$ cat config.mk
export PLATFORM = sky130hd
export DESIGN_NAME = alu_issue_decoder
export DESIGN_NICKNAME = d
export VERILOG_FILES = /design/src/rtl/lib_pkg.sv /design/src/rtl/alu_issue_decode_comb.sv /design/src/rtl/alu_issue_decoder.sv
export SDC_FILE = /design/constraint.sdc
export NUM_CORES = 1
export LEC_CHECK = 0
export ABC_AREA = 1
export CORE_ASPECT_RATIO = 1.1
export CORE_UTILIZATION = 64
export CTS_BUF_LIST = sky130_fd_sc_hd__clkbuf_8 sky130_fd_sc_hd__clkbuf_16
export DETAILED_ROUTE_END_ITERATION = 10
export DONT_BUFFER_PORTS = 1
export PLACE_DENSITY_LB_ADDON = 0.2
export SYNTH_ARGS = -nofsm -noshare
export SYNTH_HDL_FRONTEND = slang
export SYNTH_SLANG_ARGS = --single-unit
export TNS_END_PERCENT = 50
$ cat constraint.sdc
create_clock -name clk -period 1.65 [get_ports clk]
set_input_delay 0.33 -clock clk [delete_from_list [all_inputs] [get_ports clk]]
set_output_delay 0.33 -clock clk [all_outputs]
set_load 0.05 [all_outputs]
$ cat src/rtl/lib_pkg.sv
// Shared ALU operation selector plus RV32I opcode and funct7 constants
// used by the ALU issue path.
package lib_pkg;

  typedef enum logic [3:0] {
    ALU_ADD  = 4'd0,
    ALU_SUB  = 4'd1,
    ALU_SLL  = 4'd2,
    ALU_SLT  = 4'd3,
    ALU_SLTU = 4'd4,
    ALU_XOR  = 4'd5,
    ALU_SRL  = 4'd6,
    ALU_SRA  = 4'd7,
    ALU_OR   = 4'd8,
    ALU_AND  = 4'd9
  } alu_type_t;

  localparam logic [6:0] OPC_OP     = 7'b0110011;
  localparam logic [6:0] OPC_OP_IMM = 7'b0010011;
  localparam logic [6:0] OPC_LUI    = 7'b0110111;
  localparam logic [6:0] OPC_AUIPC  = 7'b0010111;

  localparam logic [6:0] F7_BASE = 7'b0000000;
  localparam logic [6:0] F7_ALT  = 7'b0100000;

  // Base funct3 map shared by OP and OP-IMM; the alternate forms are applied by the caller.
  function automatic alu_type_t f3_to_alu(input logic [2:0] f3);
    alu_type_t t;
    case (f3)
      3'b000:  t = ALU_ADD;
      3'b001:  t = ALU_SLL;
      3'b010:  t = ALU_SLT;
      3'b011:  t = ALU_SLTU;
      3'b100:  t = ALU_XOR;
      3'b101:  t = ALU_SRL;
      3'b110:  t = ALU_OR;
      default: t = ALU_AND;
    endcase
    return t;
  endfunction

endpackage

$ cat src/rtl/alu_issue_decode_comb.sv
// Pure combinational RV32I ALU-class decode: operation, operands,
// destination and legality for one instruction word.
module alu_issue_decode_comb
  import lib_pkg::*;
#(
  parameter int unsigned WIDTH = 32
) (
  input  logic [31:0]      instr,
  input  logic [WIDTH-1:0] pc,
  input  logic [WIDTH-1:0] rs1_data,
  input  logic [WIDTH-1:0] rs2_data,
  output alu_type_t        alu_type_c,
  output logic [WIDTH-1:0] in0_c,
  output logic [WIDTH-1:0] in1_c,
  output logic [4:0]       rd_c,
  output logic             rd_we_c,
  output logic             illegal_c
);

  logic [6:0]       opcode;
  logic [2:0]       f3;
  logic [6:0]       f7;
  logic [WIDTH-1:0] imm_i;
  logic [WIDTH-1:0] imm_u;
  logic [WIDTH-1:0] shamt;

  assign opcode = instr[6:0];
  assign f3     = instr[14:12];
  assign f7     = instr[31:25];
  assign imm_i  = WIDTH'($signed(instr[31:20]));
  assign imm_u  = WIDTH'({instr[31:12], 12'b0});
  assign shamt  = WIDTH'(instr[24:20]);

  logic             legal;
  alu_type_t        op_sel;
  logic [WIDTH-1:0] op_in0;
  logic [WIDTH-1:0] op_in1;

  // Classify the word; legality gates every output below.
  always_comb begin
    legal  = 1'b0;
    op_sel = ALU_ADD;
    op_in0 = '0;
    op_in1 = '0;
    case (opcode)
      OPC_OP: begin
        op_in0 = rs1_data;
        op_in1 = rs2_data;
        if (f7 == F7_BASE) begin
          legal  = 1'b1;
          op_sel = f3_to_alu(f3);
        end else if (f7 == F7_ALT && (f3 == 3'b000 || f3 == 3'b101)) begin
          legal  = 1'b1;
          op_sel = (f3 == 3'b000) ? ALU_SUB : ALU_SRA;
        end
      end
      OPC_OP_IMM: begin
        op_in0 = rs1_data;
        op_in1 = imm_i;
        op_sel = f3_to_alu(f3);
        legal  = 1'b1;
        if (f3 == 3'b001) begin
          op_in1 = shamt;
          legal  = (f7 == F7_BASE);
        end else if (f3 == 3'b101) begin
          op_in1 = shamt;
          legal  = (f7 == F7_BASE) || (f7 == F7_ALT);
          if (f7 == F7_ALT) op_sel = ALU_SRA;
        end
      end
      OPC_LUI: begin
        legal  = 1'b1;
        op_in1 = imm_u;
      end
      OPC_AUIPC: begin
        legal  = 1'b1;
        op_in0 = pc;
        op_in1 = imm_u;
      end
      default: legal = 1'b0;
    endcase
  end

  assign illegal_c  = !legal;
  assign alu_type_c = legal ? op_sel : ALU_ADD;
  assign in0_c      = legal ? op_in0 : '0;
  assign in1_c      = legal ? op_in1 : '0;
  assign rd_c       = legal ? instr[11:7] : 5'd0;
  assign rd_we_c    = legal;

endmodule

$ cat src/rtl/alu_issue_decoder.sv
// Single-entry ALU issue register: accepts a fetched word, decodes it and
// holds the operation until the ALU stage takes it; counts illegal issues.
module alu_issue_decoder
  import lib_pkg::*;
#(
  parameter int unsigned WIDTH = 32
) (
  input  logic             clk,
  input  logic             rst_n,
  input  logic             in_valid,
  output logic             in_ready,
  input  logic [31:0]      instr,
  input  logic [WIDTH-1:0] pc,
  output logic [4:0]       rs1_addr,
  output logic [4:0]       rs2_addr,
  input  logic [WIDTH-1:0] rs1_data,
  input  logic [WIDTH-1:0] rs2_data,
  output logic             out_valid,
  input  logic             out_ready,
  output alu_type_t        alu_type,
  output logic [WIDTH-1:0] in0,
  output logic [WIDTH-1:0] in1,
  output logic [4:0]       rd,
  output logic             rd_we,
  output logic             illegal,
  output logic [15:0]      illegal_cnt
);

  localparam int unsigned CNT_W = 16;

  alu_type_t        dec_alu_type_c;
  logic [WIDTH-1:0] dec_in0_c;
  logic [WIDTH-1:0] dec_in1_c;
  logic [4:0]       dec_rd_c;
  logic             dec_rd_we_c;
  logic             dec_illegal_c;

  alu_issue_decode_comb #(.WIDTH(WIDTH)) u_decode (
    .instr      (instr),
    .pc         (pc),
    .rs1_data   (rs1_data),
    .rs2_data   (rs2_data),
    .alu_type_c (dec_alu_type_c),
    .in0_c      (dec_in0_c),
    .in1_c      (dec_in1_c),
    .rd_c       (dec_rd_c),
    .rd_we_c    (dec_rd_we_c),
    .illegal_c  (dec_illegal_c)
  );

  logic             out_valid_q, out_valid_d;
  alu_type_t        alu_type_q,  alu_type_d;
  logic [WIDTH-1:0] in0_q,       in0_d;
  logic [WIDTH-1:0] in1_q,       in1_d;
  logic [4:0]       rd_q,        rd_d;
  logic             rd_we_q,     rd_we_d;
  logic             illegal_q,   illegal_d;
  logic [CNT_W-1:0] cnt_q,       cnt_d;
  logic             capture;

  assign in_ready = !out_valid_q || out_ready;
  assign capture  = in_valid && in_ready;
  assign rs1_addr = instr[19:15];
  assign rs2_addr = instr[24:20];

  // A capture in the same cycle as a handshake replaces the held entry.
  always_comb begin
    out_valid_d = out_valid_q;
    alu_type_d  = alu_type_q;
    in0_d       = in0_q;
    in1_d       = in1_q;
    rd_d        = rd_q;
    rd_we_d     = rd_we_q;
    illegal_d   = illegal_q;
    cnt_d       = cnt_q;
    if (capture) begin
      out_valid_d = 1'b1;
      alu_type_d  = dec_alu_type_c;
      in0_d       = dec_in0_c;
      in1_d       = dec_in1_c;
      rd_d        = dec_rd_c;
      rd_we_d     = dec_rd_we_c;
      illegal_d   = dec_illegal_c;
    end else if (out_ready) begin
      out_valid_d = 1'b0;
    end
    if (out_valid_q && out_ready && illegal_q && cnt_q != {CNT_W{1'b1}}) begin
      cnt_d = cnt_q + CNT_W'(1);
    end
  end

  always_ff @(posedge clk or negedge rst_n) begin
    if (!rst_n) begin
      out_valid_q <= 1'b0;
      alu_type_q  <= ALU_ADD;
      in0_q       <= '0;
      in1_q       <= '0;
      rd_q        <= 5'd0;
      rd_we_q     <= 1'b0;
      illegal_q   <= 1'b0;
      cnt_q       <= '0;
    end else begin
      out_valid_q <= out_valid_d;
      alu_type_q  <= alu_type_d;
      in0_q       <= in0_d;
      in1_q       <= in1_d;
      rd_q        <= rd_d;
      rd_we_q     <= rd_we_d;
      illegal_q   <= illegal_d;
      cnt_q       <= cnt_d;
    end
  end

  assign out_valid   = out_valid_q;
  assign alu_type    = alu_type_q;
  assign in0         = in0_q;
  assign in1         = in1_q;
  assign rd          = rd_q;
  assign rd_we       = rd_we_q;
  assign illegal     = illegal_q;
  assign illegal_cnt = cnt_q;

endmodule

Word level (Yosys, flattened, before mapping). Index checks and enable logic that the tools add are counted.

Flip-flop bits (word level): 92. Output and inout bits: 103. Word-level logic and storage cells: 59.

Add/subtract/negate cells: 1. Equal/unequal tests: 12. Muxes and demuxes: 23. Reduce and logical (&&, ||, !) cells: 15.

Operators with widths (count): 2-to-1 mux 32 bit (4); one-hot mux 32 bit (3 select lines) (1); one-hot mux 32 bit (2 select lines) (1); one-hot mux 4 bit (7 select lines) (1); 2-to-1 mux 4 bit (6); equality test 7 x 6 -> 1 bit (second input constant) (3); adder 16 x 1 -> 16 bit (second input constant) (1); != test 16 bit (second input constant) (1); equality test 7 x 5 -> 1 bit (second input constant) (2); equality test 3 bit (second input constant) (3); one-hot mux 4 bit (2 select lines) (1); zero test 7 bit (1); equality test 3 x 2 -> 1 bit (second input constant) (2); 2-to-1 mux 1 bit (6); logical AND 1 bit (5); 2-to-1 mux 5 bit (1); OR reduction 2 bit (2); equality test 3 x 1 -> 1 bit (second input constant) (1); zero test 3 bit (1); logical OR 1 bit (3); 2-to-1 mux 3 bit (1); one-hot mux 1 bit (3 select lines) (1); zero test 1 bit (2); nonzero test 2 bit (1).

Logic depth before layout (Yosys ltp).
Depth after elaboration: 7. Mapped depth: 11.

By module. A second synthesis with hierarchy kept.

Cell total of the unflattened synthesis: 727. Area, all modules: 5744.3 um^2.

By module, submodules not included: alu_issue_decoder (times used 1, cells each 317, area an instance 3931.3 um^2); alu_issue_decode_comb (times used 1, cells each 410, area an instance 1813.0 um^2).

Least setup slack after synthesis. No wires, ideal clock.

Kind: flip-flop to flip-flop. Start: register out_valid_q, in the netlist out_valid. End: register out_valid_q, in the netlist out_valid. Library setup time: 0.140 ns. Arrival: 1.908 ns. Path slack: -0.397 ns. Stages on the path, launching flop included: 6. Buffers on the path: 2. Clock period less this slack: 2.047 ns. Path through: dfrtp_1 > nand2_1 > nand2_1 > buf_2 > clkbuf_1 > nand2_1.

Cells in the longest elaborated chain, start to end: 4. Elaborated cells on any way between the ends: 5. Classes of those cells: mux: 1; reduce/logical: 4.

Ends and longest elaborated chain: start, declared (line alu_issue_decoder.sv:51) `logic out_valid_q, out_valid_d;`; start signal, assigned (line alu_issue_decoder.sv:103) `out_valid_q <= out_valid_d;`; zero test 1 bit * (line alu_issue_decoder.sv:61) `assign in_ready = !out_valid_q || out_ready;`; logical OR 1 bit * (line alu_issue_decoder.sv:61); net in_ready (line alu_issue_decoder.sv:11) `output logic in_ready,`; logical AND 1 bit * (line alu_issue_decoder.sv:62) `assign capture = in_valid && in_ready;`; 2-to-1 mux 1 bit or nonzero test 2 bit (tied branches).

The timed path passes the listed nets; every way through them passes the cells marked *. A chain may end at the register's enable or synchronous reset.

Final worst setup path.
Start: register cnt_q[0], in the netlist illegal_cnt[0]. End: register cnt_q[3], in the netlist illegal_cnt[3].

Cells in the longest elaborated chain, start to end: 2. Elaborated cells on any way between the ends: 3. Classes of those cells: add/sub: 1; eq/ne: 1; reduce/logical: 1.

Ends and longest elaborated chain: start, declared (line alu_issue_decoder.sv:58) `logic [CNT_W-1:0] cnt_q, cnt_d;`; start signal, assigned (line alu_issue_decoder.sv:110) `cnt_q <= cnt_d;`; branches (longest 2 deep; another with adder 16 x 1 -> 16 bit).

Several ways; the timed one is not identified.

==> qor.txt <==
status: finished with violations
failing checks: negative hold slack
Setup CP Type: flop to flop
Final WS setup: 143 ps
Slew Viols, Final: 0
die width: 88.3 um
maximum buffer depth of the clock tree: 2
TNS Setup: 0 ps
first-pass GRT wire length: 22000 um
Wirelength per Cell: 16.3 um
ranking of synthesized cells by area: dfrtp_1 44%, nand2_1 21%, nand3_1 17%
syn_nets: 866
post-synthesis instance total: 733
Crit path required time: 1890 ps
Placement Rows: 34
H-tree Lvls: 3
worst path bufs/invs: 1
antenna-violating nets left: 0
# IOs: 235
asr flop ratio synth: 100%
number of enable flip-flop cells after synthesis: 0
GPL Wtd Cong: 0.978
Post-route DRC: 0
DRT met1 WL: 5380 um
top layer in use: met4
port buffer count: 0
DR vias: 4884
Final Setup Violations: 0
CP startpoint kind: flop
largest net degree at the start of global routing: 93
GRT overflow: 0
Core Box Area: 7910 um^2
dpl ws: 76.5 ps
root buf cell: clkbuf_8
Warnings, synthesis: 0
n_diodes: 0
Netlist cell types: 27
count leader, synth: nand2_1
top cell type's share of synthesized area: 43.9%
Post-Syn Area: 5240 um^2
Area Overhead vs Synth: 8.48%
hpwl dp: 9720 um
number of buffers added for setup after CTS: 0
initial antenna violation count: 0
r2r setup slk: 140 ps
Sink Count: 92
Synth Register Bits: 92
initial core utilization: 66.2%
biggest cell delay along the critical path: 400 ps
crit path max fanout: 6
Worst path slowest cell: dfrtp_2
Max Clk Rate: 664 MHz
predominant post-synthesis flop cell: dfrtp_1
fin crit share: 91.3%
Seq/Total Area, Yosys: 43.9%
Final Hold Viols: 92
Synth top cells by count: 299 x nand2_1, 179 x nand3_1, 92 x dfrtp_1
starting DRC count in detailed routing: 357
Max VDD drop: 478 uV
Clk pin slew, worst setup/hold paths: 90 ps
most frequent CP cell: nand3_1
power density over the cells: 952 nW/um^2
Leakage: 0.00312 uW
proportion of layout cells with a drive suffix above 1: 10.8%
Met2 Wirelength: 6520 um
# fillers: 675
die height: 96.9 um
RSZ-0062 raised after global routing: no
class of the worst hold path: input pin to async pin
Mapped Avg Cell Area: 7.15 um^2
crit end category: flop
Max Cap Violations: 0
delay-heaviest family, CP: simple AND/OR/NAND/NOR gates
Final Skew: 12.2 ps
CTS tree: yes
Data arrival, critical path: 1750 ps
worst slew pin tran: 585 ps
vias in the first global route: 4517
Via density: 5.82
cell taking the most area after synthesis: dfrtp_1
drt pass-1 iters: 6
crit path cell chain: ha_4, nand3_1, nor2_2, nand3_1, nand2_2, buf_4, nor2_1, xor2_1
routed wl met3: 1490 um
Clk Latency, worst-skew pair: 350 ps
final WL: 13700 um
nets: 859
Slew HR: 61.0%
Hold Slack: -340 ps
die area: 8550 um^2
Num CTS Buffers: 9
Tmin final: 1510 ps
Total Routing Usage GR: 32.8%
-- metrics by stage --
stage | hold slack, ps | area, um^2 | instances | util, % | power (uW)
after floorplan | 34.4 | 5270 | 733 | - | 3470
after global placement | 36.1 | 5460 | 823 | 69.0 | 3720
after detailed placement | 36.2 | 5460 | 823 | 69.0 | 3750
after CTS | -351 | 5680 | 839 | 71.7 | 5430
after global routing | -365 | 5680 | 839 | 71.8 | 5640
final | -340 | 5680 | 839 | 71.8 | 5410
-- area by class of cell --
type,instances,area (um^2),area share [%]
clock inverter,7,96.3,1.69
timing repair buffer,35,350,6.16
tap,108,135,2.38
multi-input combinational,554,2540,44.6
sequential,92,2310,40.7
clock buffer,9,124,2.18
inverter,34,130,2.29
-- power breakdown --
group	leakage, uW	internal, uW	switching (uW)
sequential	0.00125	2390	143
clock	0.000114	865	819
combinational	0.00175	334	864
-- state kept, by name (all words and copies together), names as in the netlist --
| name | cells |
|---|---|
| in0 | 32 |
| in1 | 32 |
| rd_we | 1 |
| illegal | 1 |
| rd | 5 |
| illegal_cnt | 16 |
| out_valid | 1 |
| alu_type | 4 |
-- path summary, 6_finish.rpt --
path,from,endpoint,cells past startpoint
hold / removal,rst_n,in1[8],0
max in group asynchronous,rst_n,in0[6],0
setup / recovery,illegal_cnt[0],illegal_cnt[3],8
min in group clk,instr[8],rd[1],2
hold reg to reg,illegal_cnt[3],illegal_cnt[3],1
setup reg to reg,illegal_cnt[0],illegal_cnt[3],8
-- routing by layer --
| metal | track usage (%) | vias to the layer above |
|---|---|---|
| met5 | 0 | - |
| met4 | 10.8 | 0 |
| met3 | 10.6 | 27 |
| met2 | 50.4 | 277 |
| met1 | 43.6 | 2242 |
| li1 | - | 2338 |
-- cells in the final DEF, fill, tap and decap left out --
| cell | synthesis | final |
|---|---|---|
| clkinv_2 | 0 | 2 |
| dfrtp_2 | 0 | 8 |
| nand2_2 | 1 | 2 |
| xor2_1 | 9 | 9 |
| nor2_1 | 27 | 25 |
| nor2_2 | 0 | 2 |
| dfrtp_1 | 92 | 84 |
| nand4_1 | 3 | 3 |
| nor3_2 | 1 | 2 |
| o21ai_0 | 5 | 5 |
| nor2_4 | 5 | 5 |
| a21o_1 | 1 | 1 |
| inv_2 | 6 | 5 |
| inv_4 | 0 | 1 |
| nand3_1 | 179 | 179 |
| buf_12 | 0 | 7 |
| nand2_4 | 0 | 1 |
| xnor2_1 | 5 | 5 |
| a21oi_1 | 3 | 3 |
| ha_4 | 0 | 1 |
| buf_4 | 10 | 28 |
| o21ai_1 | 4 | 4 |
| bufinv_16 | 0 | 2 |
| inv_1 | 28 | 28 |
| clkbuf_8 | 0 | 9 |
| or2_1 | 1 | 1 |
| nand3_4 | 1 | 1 |
| nor3b_1 | 1 | 1 |
| nor3_1 | 3 | 2 |
| nand2_1 | 299 | 297 |
| inv_6 | 0 | 3 |
| a22o_1 | 5 | 5 |
-- logic make-up after synthesis --
group | count (synthesis) | synth area share [%]
compound gates | 18 | 2.12
xor+xnor | 14 | 2.34
fa+ha+maj | 1 | 0.239
buf+inv | 87 | 8.29
flops | 92 | 43.9
simple gates | 521 | 43.1
-- what timing repair did --
action,in CTS,in global routing
gates resized for setup,0,3
hold endpoints to repair,92,92
setup endpoints to repair,0,3
Note: power is estimated with default switching activity, not from simulation.
